[config.mk]
export PLATFORM = sky130hd
export DESIGN_NAME = apb_vgachargen_bridge
export DESIGN_NICKNAME = d
export VERILOG_FILES = /design/src/rtl/apb_vgachargen_bridge.sv
export SDC_FILE = /design/constraint.sdc
export NUM_CORES = 1
export LEC_CHECK = 0
export ABC_AREA = 0
export CAP_MARGIN = 20
export CORE_AREA = 2 2 164 166
export DETAILED_ROUTE_END_ITERATION = 10
export DIE_AREA = 0 0 166 168
export HOLD_SLACK_MARGIN = 0.05
export SKIP_CTS_REPAIR_TIMING = 1
export SLEW_MARGIN = 40
export SYNTH_ARGS = -nofsm -noshare
export SYNTH_HDL_FRONTEND = slang
export SYNTH_SLANG_ARGS = --single-unit
[constraint.sdc]
create_clock -name clk_i -period 2.63 [get_ports clk_i]
set_clock_uncertainty 0.05 [all_clocks]
set_input_delay 0.3945 -clock clk_i [delete_from_list [all_inputs] [get_ports clk_i]]
set_output_delay 0.3945 -clock clk_i [all_outputs]
set_load 0.005 [all_outputs]
[src/rtl/apb_vgachargen_bridge.sv]
// apb_vgachargen_bridge
// APB3 slave giving word-mapped CPU access to the text-mode VGA memories in
// vgachargen_wrapper: character map, colour map and the 128-bit glyph table.
// 32-bit glyph-slice writes are merged into a full 128-bit row by
// read-modify-write.
//
// Optional feature macro: APB_VGACHARGEN_READBACK_EN
//   defined     : reads return memory data after one wait state and glyph
//                 writes merge with the current row contents.
//   not defined : valid reads finish with no wait state and return 0, and
//                 glyph writes zero the slices that are not being written.
//
// Ports
//   clk_i, rst_i                 clock, asynchronous active-high reset
//   psel_i, penable_i, pwrite_i  APB control
//   paddr_i, pwdata_i            APB byte address and write data
//   prdata_o, pready_o, pslverr_o APB response
//   ch_map_*                     character-map addr/data/wen out, read data in
//   col_map_*                    colour-map addr/data/wen out, read data in
//   ch_t_rw_*                    glyph-table addr/data/wen out, read data in
module apb_vgachargen_bridge #(
    parameter int unsigned DEC_W     = 16,
    parameter int unsigned MAP_DEPTH = 2400,
    parameter int unsigned GLYPHS    = 128
) (
    input  logic         clk_i,
    input  logic         rst_i,
    input  logic         psel_i,
    input  logic         penable_i,
    input  logic         pwrite_i,
    input  logic [31:0]  paddr_i,
    input  logic [31:0]  pwdata_i,
    output logic [31:0]  prdata_o,
    output logic         pready_o,
    output logic         pslverr_o,
    output logic [11:0]  ch_map_addr_o,
    output logic [7:0]   ch_map_data_o,
    output logic         ch_map_wen_o,
    input  logic [7:0]   ch_map_data_i,
    output logic [11:0]  col_map_addr_o,
    output logic [7:0]   col_map_data_o,
    output logic         col_map_wen_o,
    input  logic [7:0]   col_map_data_i,
    output logic [6:0]   ch_t_rw_addr_o,
    output logic [127:0] ch_t_rw_data_o,
    output logic         ch_t_rw_wen_o,
    input  logic [127:0] ch_t_rw_data_i
);

    localparam logic [1:0] StIdle = 2'd0;
    localparam logic [1:0] StAcc  = 2'd1;
    localparam logic [1:0] StWait = 2'd2;

    localparam logic [1:0] RegCh    = 2'd0;
    localparam logic [1:0] RegCol   = 2'd1;
    localparam logic [1:0] RegGlyph = 2'd2;
    localparam logic [1:0] RegErr   = 2'd3;

    // Bits at or above DEC_W are ignored by masking them off.
    localparam logic [31:0] ADDR_MASK =
        (DEC_W >= 32) ? 32'hFFFF_FFFF : ((32'd1 << DEC_W) - 32'd1);

    logic [1:0]  state_q, state_d;
    logic [1:0]  region_q, region_d;
    logic [11:0] idx_q;
    logic [6:0]  row_q;
    logic [1:0]  slice_q;
    logic        write_q;
    logic [31:0] wdata_q;

    logic [31:0] dec_addr;
    logic [11:0] dec_map_idx;
    logic [9:0]  dec_row_idx;
    logic        setup;

    assign dec_addr    = paddr_i & ADDR_MASK;
    assign dec_map_idx = dec_addr[13:2];
    assign dec_row_idx = dec_addr[13:4];
    assign setup       = (state_q == StIdle) && psel_i && !penable_i;

    // Address decode; anything not explicitly mapped is an error.
    always_comb begin
        region_d = RegErr;
        if (dec_addr[1:0] == 2'b00 && dec_addr[31:16] == 16'd0) begin
            case (dec_addr[15:14])
                2'b00: if ({20'd0, dec_map_idx} < MAP_DEPTH) region_d = RegCh;
                2'b01: if ({20'd0, dec_map_idx} < MAP_DEPTH) region_d = RegCol;
                2'b10: if ({22'd0, dec_row_idx} < GLYPHS)    region_d = RegGlyph;
                default: region_d = RegErr;
            endcase
        end
    end

    // Glyph row merge: without readback the untouched slices are written as 0.
    logic [127:0] merge_base;
    logic [127:0] merged;
`ifdef APB_VGACHARGEN_READBACK_EN
    assign merge_base = ch_t_rw_data_i;
`else
    assign merge_base = '0;
    logic unused_rd;
    assign unused_rd = ^{ch_map_data_i, col_map_data_i, ch_t_rw_data_i};
`endif

    always_comb begin
        merged = merge_base;
        merged[{slice_q, 5'd0} +: 32] = wdata_q;
    end

    always_comb begin
        state_d        = state_q;
        prdata_o       = '0;
        pready_o       = 1'b0;
        pslverr_o      = 1'b0;
        ch_map_wen_o   = 1'b0;
        col_map_wen_o  = 1'b0;
        ch_t_rw_wen_o  = 1'b0;
        ch_t_rw_data_o = '0;
        case (state_q)
            StIdle: begin
                if (setup) state_d = StAcc;
            end
            StAcc: begin
                if (!psel_i) begin
                    state_d = StIdle;
                end else if (region_q == RegErr) begin
                    pready_o  = 1'b1;
                    pslverr_o = 1'b1;
                    state_d   = StIdle;
                end else if (write_q && region_q != RegGlyph) begin
                    pready_o      = 1'b1;
                    ch_map_wen_o  = (region_q == RegCh);
                    col_map_wen_o = (region_q == RegCol);
                    state_d       = StIdle;
                end else if (write_q) begin
                    state_d = StWait;
                end else begin
`ifdef APB_VGACHARGEN_READBACK_EN
                    state_d = StWait;
`else
                    pready_o = 1'b1;
                    state_d  = StIdle;
`endif
                end
            end
            StWait: begin
                state_d = StIdle;
                if (psel_i) begin
                    pready_o = 1'b1;
                    if (write_q) begin
                        ch_t_rw_wen_o  = 1'b1;
                        ch_t_rw_data_o = merged;
                    end else begin
                        case (region_q)
                            RegCh:    prdata_o = {24'd0, ch_map_data_i};
                            RegCol:   prdata_o = {24'd0, col_map_data_i};
                            RegGlyph: prdata_o = ch_t_rw_data_i[{slice_q, 5'd0} +: 32];
                            default:  prdata_o = '0;
                        endcase
                    end
                end
            end
            default: state_d = StIdle;
        endcase
    end

    always_ff @(posedge clk_i or posedge rst_i) begin
        if (rst_i) begin
            state_q  <= StIdle;
            region_q <= RegCh;
            idx_q    <= '0;
            row_q    <= '0;
            slice_q  <= '0;
            write_q  <= 1'b0;
            wdata_q  <= '0;
        end else begin
            state_q <= state_d;
            if (setup) begin
                region_q <= region_d;
                idx_q    <= dec_map_idx;
                row_q    <= dec_row_idx[6:0];
                slice_q  <= dec_addr[3:2];
                write_q  <= pwrite_i;
                wdata_q  <= pwdata_i;
            end
        end
    end

    // Addresses and map write data come straight from the latched registers.
    assign ch_map_addr_o  = idx_q;
    assign col_map_addr_o = idx_q;
    assign ch_t_rw_addr_o = row_q;
    assign ch_map_data_o  = wdata_q[7:0];
    assign col_map_data_o = wdata_q[7:0];

endmodule

==> results of run 1 <==
worst reg2reg max path: stages, from the launching register on:
cell	delay, ns
dfrtp_1	0.37
inv_2	0.07
buf_4	0.13
ha_1	0.24
nand3b_1	0.30
buf_4	0.41
nand2_1	0.13
nand2_1	0.07
layout make-up:
type	count	area, µm²
multi-input cells	379	2770
well taps	341	426.7
flip-flops and latches	49	1227
inverters	14	55.05
fillers	2678	16700
clock buffers	7	142.6
diodes	3	7.507
repair buffers	466	5019
power by group:
part / switching, µW / leakage [µW] / total [µW] / internal [µW]
logic: 1110 / 0.00526 / 2920 / 1810
registers: 453 / 0.000602 / 1530 / 1070
clock network: 274 / 0.0000700 / 648 / 374
kinds of logic after synthesis:
kind of cell / share of synthesized area (%)
buffers and inverters: 10.96
adders and majority gates: 2.272
and+or+nand+nor: 37.92
DFF: 27.83
muxes: 18.18
AOI/OAI and AO/OA: 2.840
synthesized netlist by cell type, types with 3 or more instances:
library cell	count	area [µm²]
nand2_1	134	503.0
and2_1	129	807.0
dfrtp_1	49	1226
buf_4	39	292.8
mux4_2	32	720.7
nor2b_1	24	150.1
clkbuf_1	16	60.06
inv_1	14	52.55
buf_2	8	40.04
ha_1	8	100.1
mux2i_1	8	80.08
o22ai_1	8	50.05
clkbuf_2	6	30.03
nand2b_1	3	18.77
nand3b_1	3	22.52
nor2_1	3	11.26
nor3_1	3	15.01
registers in the layout, indices dropped and copies added, names as in the netlist:
signal / count
wdata_q: 32
ch_map_addr_o: 12
region_q: 2
state_q: 2
write_q: 1
metrics by stage:
stage | hold slack [ns] | total power (µW) | worst slack, ns
detailed placement | 0.4659 | 4115 | -0.2667
finish | 0.4393 | 5095 | -0.1251
global placement | 0.4603 | 4094 | -0.2479
global route | 0.5040 | 5462 | -0.1965
floorplan | 0.4287 | 2958 | 0.1835
CTS | 0.4533 | 4798 | -0.3276
final timing paths:
check | from | endpoint | cells past startpoint
worst min register to register | wdata_q[25]$_DFFE_PP0P_ | wdata_q[25]$_DFFE_PP0P_ | 2
worst min-delay path | rst_i | ch_map_addr_o[4]$_DFFE_PP0P_ | 2
worst max-delay path | ch_map_addr_o[0]$_DFFE_PP0P_ | ch_t_rw_data_o[29] | 11
worst max register to register | state_q[0]$_DFFE_PP0P_ | wdata_q[2]$_DFFE_PP0P_ | 7
max in group asynchronous | rst_i | ch_map_addr_o[9]$_DFFE_PP0P_ | 3
min in group clk_i | wdata_q[25]$_DFFE_PP0P_ | wdata_q[25]$_DFFE_PP0P_ | 2
metal layers:
| metal | up-vias | global-route usage (%) | routed length, µm |
|---|---|---|---|
| li1 | 2429 | - | - |
| met1 | 2397 | 17.34 | 9273 |
| met2 | 237 | 28.36 | 12320 |
| met3 | 15 | 3.855 | 1688 |
| met4 | 2 | 4.726 | 431 |
| met5 | - | 0 | 13 |
==> impl_metrics.toml, run 1 <==
[timing]
fin_crit_sh_pct = 104.8
max_slew_margin_pct = 62.83
max_freq_mhz = 363.0
worstMarginPinSlew_ns = 0.5568
setup_viol = 38
rsz0062_at_grt = "true"
final_hold_viol_count = 0
period_minus_slack_ns = 2.755
drv_slew = 0
fin_ws_ns = -0.1251
tns_ns = -1.109

[logic_synthesis]
synth_edf_count = 0
ys_async_sr_fraction_pct = 100.0
mappedNetlistArea_um2 = 4405
synth_nets = 734
avgSynthCellArea_um2 = 8.588
seq_area_frac_synth_pct = 27.83
yosys.cell_types.count = 36
yosys_most_used_dff = "dfrtp_1"
yosys_warnings = 0
ys_seq_elements = 49
synthCells = 513

[floorplanning]
fp.dieH_um = 168
coreArea_um2 = 26350
io_pins = 425
die_area_um2 = 27890
fp.dieW_um = 166
rows = 60
start_util_pct = 16.72

[hold_path]
hp-class = "primary input to asynchronous set/reset pin"

[final_layout]
fin_util_pct = 36.61
synthToLayoutAreaGrowth_pct = 119.0
final_common_cell = "clkdlybuf4s50_1"
final_cell_mix = "280 x clkdlybuf4s50_1, 134 x nand2_1, 124 x and2_1, 109 x dlymetal6s2s_1, 48 x dfrtp_1"
nets = 1136
design_area_um2 = 9648
final_cells = 1259
drive_gt1_share_pct = 14.97

[drt]
dr.pass1.iters = 4
wl_per_cell_um = 18.85
ant_nets = 0
drtIter0Drc = 137
routed_wl_um = 23730
vias = 5080
drcViolationCount = 0
avgViaCountPerCell = 4.035

[place]
dpl.hpwl_um = 18310
gp_congestion = 0.8488
placed_area_um2 = 8716
io_buffers = 408
dpl.cell_count = 1212

[worst_setup_path]
crit_path_end_kind = "output port"
critPathTopFamily = "buffers and inverters"
cp.required_ns = 2.19
r2r_slack_ns = 0.81
critPathBufInv = 8
cpMostUsedCell = "buf_6"
critPathKind = "flop to output port"
path_max_fanout = 7
critical_path_arrival_ns = 2.31
slowest_stage = "dfrtp_2"
critPathLaunchType = "flop"
max_stage_delay_ns = 0.46
crit_chain = "inv_4, ha_4, buf_4, nor4b_4, buf_6, buf_6, buf_6, buf_6, buf_4, and2_4, buf_6"

[grt]
gr-total-overflow = 0
grt_max_degree = 40
grt_pass1_vias = 5109
antenna_found_initial = 4
grt_pass1_wl_um = 32530
track_usage_pct = 15.35

[pwr]
p_leak_uw = 0.005931
powerDensity_nw_per_um2 = 528.1
vdd_drop_max_uv = 324.3

[run]
drv_cap = 0

[clock_network]
cts_tree = "yes"
clockBufferDepth = 2
clk_pin_slew_ns = 0.06
cts_max_level = 2
cts.sinks = 49
clockRootBuffer = "clkbuf_16"
cts_buffers = 5
clk_latency_ns = 0.28

[status]
violations = "negative setup slack"
outcome = "finished with violations"
No activity file was read; power rests on OpenSTA's default activity.
==> inputs of run 2 (changes only) <==
--- a/config.mk
+++ b/config.mk
@@ -11,8 +11,8 @@
 export DETAILED_ROUTE_END_ITERATION = 10
 export DIE_AREA = 0 0 166 168
 export HOLD_SLACK_MARGIN = 0.05
-export SKIP_CTS_REPAIR_TIMING = 1
 export SLEW_MARGIN = 40
 export SYNTH_ARGS = -nofsm -noshare
 export SYNTH_HDL_FRONTEND = slang
 export SYNTH_SLANG_ARGS = --single-unit
+export TNS_END_PERCENT = 30
==> impl_metrics.toml, run 2 (same netlist as run 1, synthesis figures left out) <==
[floorplanning]
rows = 60
fp.dieW_um = 166
die_area_um2 = 27890
start_util_pct = 16.72
io_pins = 425
fp.dieH_um = 168
coreArea_um2 = 26350

[worst_setup_path]
cp.required_ns = 2.19
critPathLaunchType = "flop"
r2r-end = "wdata_q[2]$_DFFE_PP0P_"
crit_path_end_kind = "output port"
path_max_fanout = 6
reg2reg_depth = 7
r2r_slack_ns = 0.78
critical_path_arrival_ns = 2.20
r2r_start = "state_q[0]$_DFFE_PP0P_"
critPathKind = "flop to output port"

[clock_network]
clk_latency_ns = 0.28
clk_pin_slew_ns = 0.06
cts_tree = "yes"
clockBufferDepth = 2
clockRootBuffer = "clkbuf_16"
cts_buffers = 5
hold_buffers = 0
cts_max_level = 2
cts.sinks = 49

[grt]
track_usage_pct = 16.24
grt_max_degree = 33
grt_pass1_vias = 5231
gr-total-overflow = 0
grt_pass1_wl_um = 34020
antenna_found_initial = 4

[drt]
ant_nets = 0
avgViaCountPerCell = 4.007
drtIter0Drc = 121
wl_per_cell_um = 18.89
dr.pass1.iters = 4
vias = 5069
routed_wl_um = 23890
drcViolationCount = 0

[hold_path]
hp-class = "primary input to asynchronous set/reset pin"

[timing]
tns_ns = -0.02738
max_slew_margin_pct = 62.69
fin_ws_ns = -0.01431
setup_viol = 2
drv_slew = 0
fin_crit_sh_pct = 100.5
period_minus_slack_ns = 2.644
worstMarginPinSlew_ns = 0.5589
rsz0062_at_grt = "true"
final_hold_viol_count = 0
max_freq_mhz = 378.2

[run]
drv_cap = 0

[final_layout]
synthToLayoutAreaGrowth_pct = 109.7
regMostFlops = "wdata_q"
largest_reg_flops = 32
final_common_cell = "clkdlybuf4s50_1"
n_fill_cell = 2746
design_area_um2 = 9240
final_cell_mix = "248 x clkdlybuf4s50_1, 133 x nand2_1, 128 x and2_1, 119 x dlygate4sd2_1, 48 x dfrtp_1"
regArea_um2 = 1227
drive_gt1_share_pct = 16.18
nets = 1142
multiInputGateArea_um2 = 2770

[pwr]
vdd_drop_max_uv = 444.3
p_leak_uw = 0.004662
powerDensity_nw_per_um2 = 552.2

[status]
outcome = "finished with violations"
violations = "negative setup slack"

[place]
placed_area_um2 = 8716
gp_congestion = 0.8488
dpl.hpwl_um = 18310
dp_slack_ns = -0.2667
io_buffers = 408
## run 2: power breakdown
part           leakage [µW]  switching, µW  internal [µW]
clock             0.0000700            273            374
combinational       0.00399           1120           1820
sequential         0.000602            445           1070
total               0.00466           1830           3270
## run 2: routing by layer
layer	wire length, µm	track usage (%)	part of all wire, %	up-vias
met5	13	0	0.054	-
met4	491	4.726	2.1	2
met3	1707	3.808	7.1	17
met2	12440	30.33	52	243
met1	9237	18.36	39	2361
li1	-	-	-	2446
## run 2: area by class of cell
class	count	area share (%)
Sequential cell	49	13.28
Tap cell	341	4.617
Clock buffer	7	1.544
Multi-Input combinational cell	379	29.98
Antenna cell	3	0.08125
Timing Repair Buffer	472	49.93
Inverter	14	0.5687
## run 2: how the worst max path moves through the flow
stage	from	slack, ns	endpoint	cells past startpoint
2_1_floorplan	ch_map_addr_o[1]$_DFFE_PP0P_	0.18	ch_t_rw_data_o[66]	8
3_3_place_gp	psel_i	-0.25	ch_t_rw_data_o[29]	6
3_5_place_dp	psel_i	-0.27	ch_t_rw_data_o[112]	6
4_1_cts	state_q[0]$_DFFE_PP0P_	-0.18	ch_t_rw_data_o[82]	8
5_1_grt	ch_map_addr_o[0]$_DFFE_PP0P_	-0.12	ch_t_rw_data_o[17]	9
6_report	ch_map_addr_o[0]$_DFFE_PP0P_	-0.01	ch_t_rw_data_o[17]	9
## run 2: critical path: stages (launching register included)
cell and delay (ns):
dfrtp_2 0.42, inv_2 0.13, ha_4 0.25, nor4b_4 0.27
buf_6 0.17, buf_8 0.13, buf_4 0.11, buf_4 0.10
and2_1 0.11, dlygate4sd2_1 0.23
## run 2: repair_timing
item	4_1_cts	5_1_grt
cloned	5	1
hold endpoints to repair	0	0
setup buffers	16	21
gates resized for setup	186	76
endpoints found under the setup margin	158	36
pin swaps	2	3
## run 2: stage by stage
step	hold WS, ns	util [%]	instances	total power, µW
4_1_cts	0.4533	34.38	1240	5101
3_5_place_dp	0.4659	33.08	1212	4115
2_1_floorplan	0.4287	-	513	2958
5_1_grt	0.5040	35.07	1265	5474
6_report	0.4344	35.07	1265	5102
3_3_place_gp	0.4603	33.08	1212	4094
==> inputs of run 3 (changes only) <==
--- a/config.mk
+++ b/config.mk
@@ -7,9 +7,9 @@
 export LEC_CHECK = 0
 export ABC_AREA = 0
 export CAP_MARGIN = 20
-export CORE_AREA = 2 2 164 166
+export CORE_AREA = 4 4 161 163
 export DETAILED_ROUTE_END_ITERATION = 10
-export DIE_AREA = 0 0 166 168
+export DIE_AREA = 0 0 165 167
 export HOLD_SLACK_MARGIN = 0.05
 export SLEW_MARGIN = 40
 export SYNTH_ARGS = -nofsm -noshare
==> impl_metrics.toml, run 3 (same netlist as run 1, synthesis figures left out) <==
[timing]
period_minus_slack_ns = 2.551
rsz0062_at_grt = "true"
drv_slew = 0
setup_viol = 0
max_freq_mhz = 391.9
tns_ns = 0
hold_ws_ns = 0.4303
worstMarginPinSlew_ns = 0.5795
fin_crit_sh_pct = 97.01
max_slew_margin_pct = 61.31
final_hold_viol_count = 0
fin_ws_ns = 0.07860

[worst_setup_path]
r2r_slack_ns = 0.93
critPathLaunchType = "flop"
crit_chain = "inv_4, ha_4, nand3b_1, nor3_4, buf_6, buf_4, and2_1, dlygate4sd2_1"
max_stage_delay_ns = 0.43
path_max_fanout = 6
slowest_stage = "dfrtp_2"
crit_path_end_kind = "output port"
critPathBufInv = 4
critPathTopFamily = "buffers and inverters"
critical_path_arrival_ns = 2.11
cp.required_ns = 2.19
critPathKind = "flop to output port"

[floorplanning]
fp.dieH_um = 167
die_area_um2 = 27560
start_util_pct = 18.11
io_pins = 425
coreArea_um2 = 24320
fp.dieW_um = 165
rows = 57

[clock_network]
cts_max_level = 2
cts.sinks = 49
clk_latency_ns = 0.28
clk_pin_slew_ns = 0.07
clockBufferDepth = 2
cts_buffers = 5
hold_buffers = 0
clockRootBuffer = "clkbuf_16"
cts_tree = "yes"

[final_layout]
multiInputGateArea_um2 = 2755
nets = 1129
drive_gt1_share_pct = 16.72
final_cell_mix = "247 x clkdlybuf4s50_1, 134 x nand2_1, 127 x and2_1, 57 x dlygate4sd2_1, 47 x dfrtp_1"
fin_util_pct = 37.97
final_common_cell = "clkdlybuf4s50_1"
regArea_um2 = 1229
largest_reg_flops = 32
regMostFlops = "wdata_q"
synthToLayoutAreaGrowth_pct = 109.6
n_antenna_cell = 0
n_fill_cell = 2493

[drt]
ant_nets = 0
drtIter0Drc = 140
vias = 5061
dr.pass1.iters = 4
avgViaCountPerCell = 4.105
routed_wl_um = 24850
drcViolationCount = 0
wl_per_cell_um = 20.15

[pwr]
p_comb_share_pct = 57.1
switchingPower_uw = 1811
seqPwrFrac_pct = 30.2
power_uw = 5004
switching_share_pct = 36.20
clkPwrFrac_pct = 12.7
powerDensity_nw_per_um2 = 541.8
p_int_uw = 3193
p_leak_uw = 0.005004
vdd_drop_max_uv = 321.7

[grt]
grt_pass1_wl_um = 34500
antenna_found_initial = 2
track_usage_pct = 16.45
gr-total-overflow = 0
grt_max_degree = 33
grt_pass1_vias = 5489

[place]
dp_slack_ns = -0.2610
io_buffers = 408
gp_congestion = 0.7858
dpl.hpwl_um = 18390

[hold_path]
hp-class = "primary input to asynchronous set/reset pin"

[status]
outcome = "completed"

[run]
drv_cap = 0
-- run 3: what timing repair did --
| item | in CTS | in global routing |
|---|---|---|
| endpoints found under the setup margin | 156 | 71 |
| buffers inserted | 12 | 6 |
| gates cloned | 7 | 4 |
| hold endpoints to repair | 0 | 0 |
| pin swaps | 3 | 4 |
| resized for setup | 165 | 144 |
-- run 3: layout make-up --
type                    count  area share, %
multi-input cells         379          29.83
clock buffers               7          1.436
flip-flops and latches     49          13.30
clock inverters             1        0.08129
repair buffers            459          50.33
inverters                  14         0.6232
well taps                 324          4.390
-- run 3: power groups by stage --
stage | Clock, µW | Sequential [µW] | Combinational (µW)
2_1_floorplan | 0 | 1350 | 1610
3_3_place_gp | 0 | 1500 | 2620
3_5_place_dp | 0 | 1510 | 2620
4_1_cts | 666 | 1520 | 2810
5_1_grt | 702 | 1600 | 3100
6_report | 637 | 1510 | 2860
-- run 3: path summary, 6_finish.rpt --
path | from | to | cells past startpoint
setup / recovery | ch_map_addr_o[0]$_DFFE_PP0P_ | ch_t_rw_data_o[76] | 8
hold / removal | rst_i | wdata_q[31]$_DFFE_PP0P_ | 2
setup reg to reg | state_q[0]$_DFFE_PP0P_ | wdata_q[16]$_DFFE_PP0P_ | 7
hold reg to reg | ch_map_addr_o[11]$_DFFE_PP0P_ | ch_map_addr_o[11]$_DFFE_PP0P_ | 2
max in group asynchronous | rst_i | wdata_q[7]$_DFFE_PP0P_ | 3
min in group clk_i | ch_map_addr_o[11]$_DFFE_PP0P_ | ch_map_addr_o[11]$_DFFE_PP0P_ | 2
-- run 3: per-stage QoR --
stage | area [µm²] | std cells
2_1_floorplan | 4405 | 513
3_3_place_gp | 8698 | 1196
3_5_place_dp | 8698 | 1196
4_1_cts | 9051 | 1223
5_1_grt | 9235 | 1233
6_report | 9235 | 1233
-- run 3: worst reg2reg max path, cell delays in order (launching register included) --
cell and delay [ns]:
dfrtp_1 0.39, inv_2 0.08, buf_4 0.11, ha_1 0.22
and3b_2 0.28, buf_4 0.30, nand2_1 0.16, nand2_1 0.07
-- run 3: per-layer routing --
| layer | routed length, µm | vias to the layer above | global-route usage, % |
|---|---|---|---|
| li1 | - | 2419 | - |
| met4 | 554 | 2 | 4.159 |
| met3 | 2271 | 26 | 4.647 |
| met2 | 12870 | 246 | 30.47 |
| met1 | 9141 | 2368 | 18.25 |
| met5 | 13 | - | 0 |
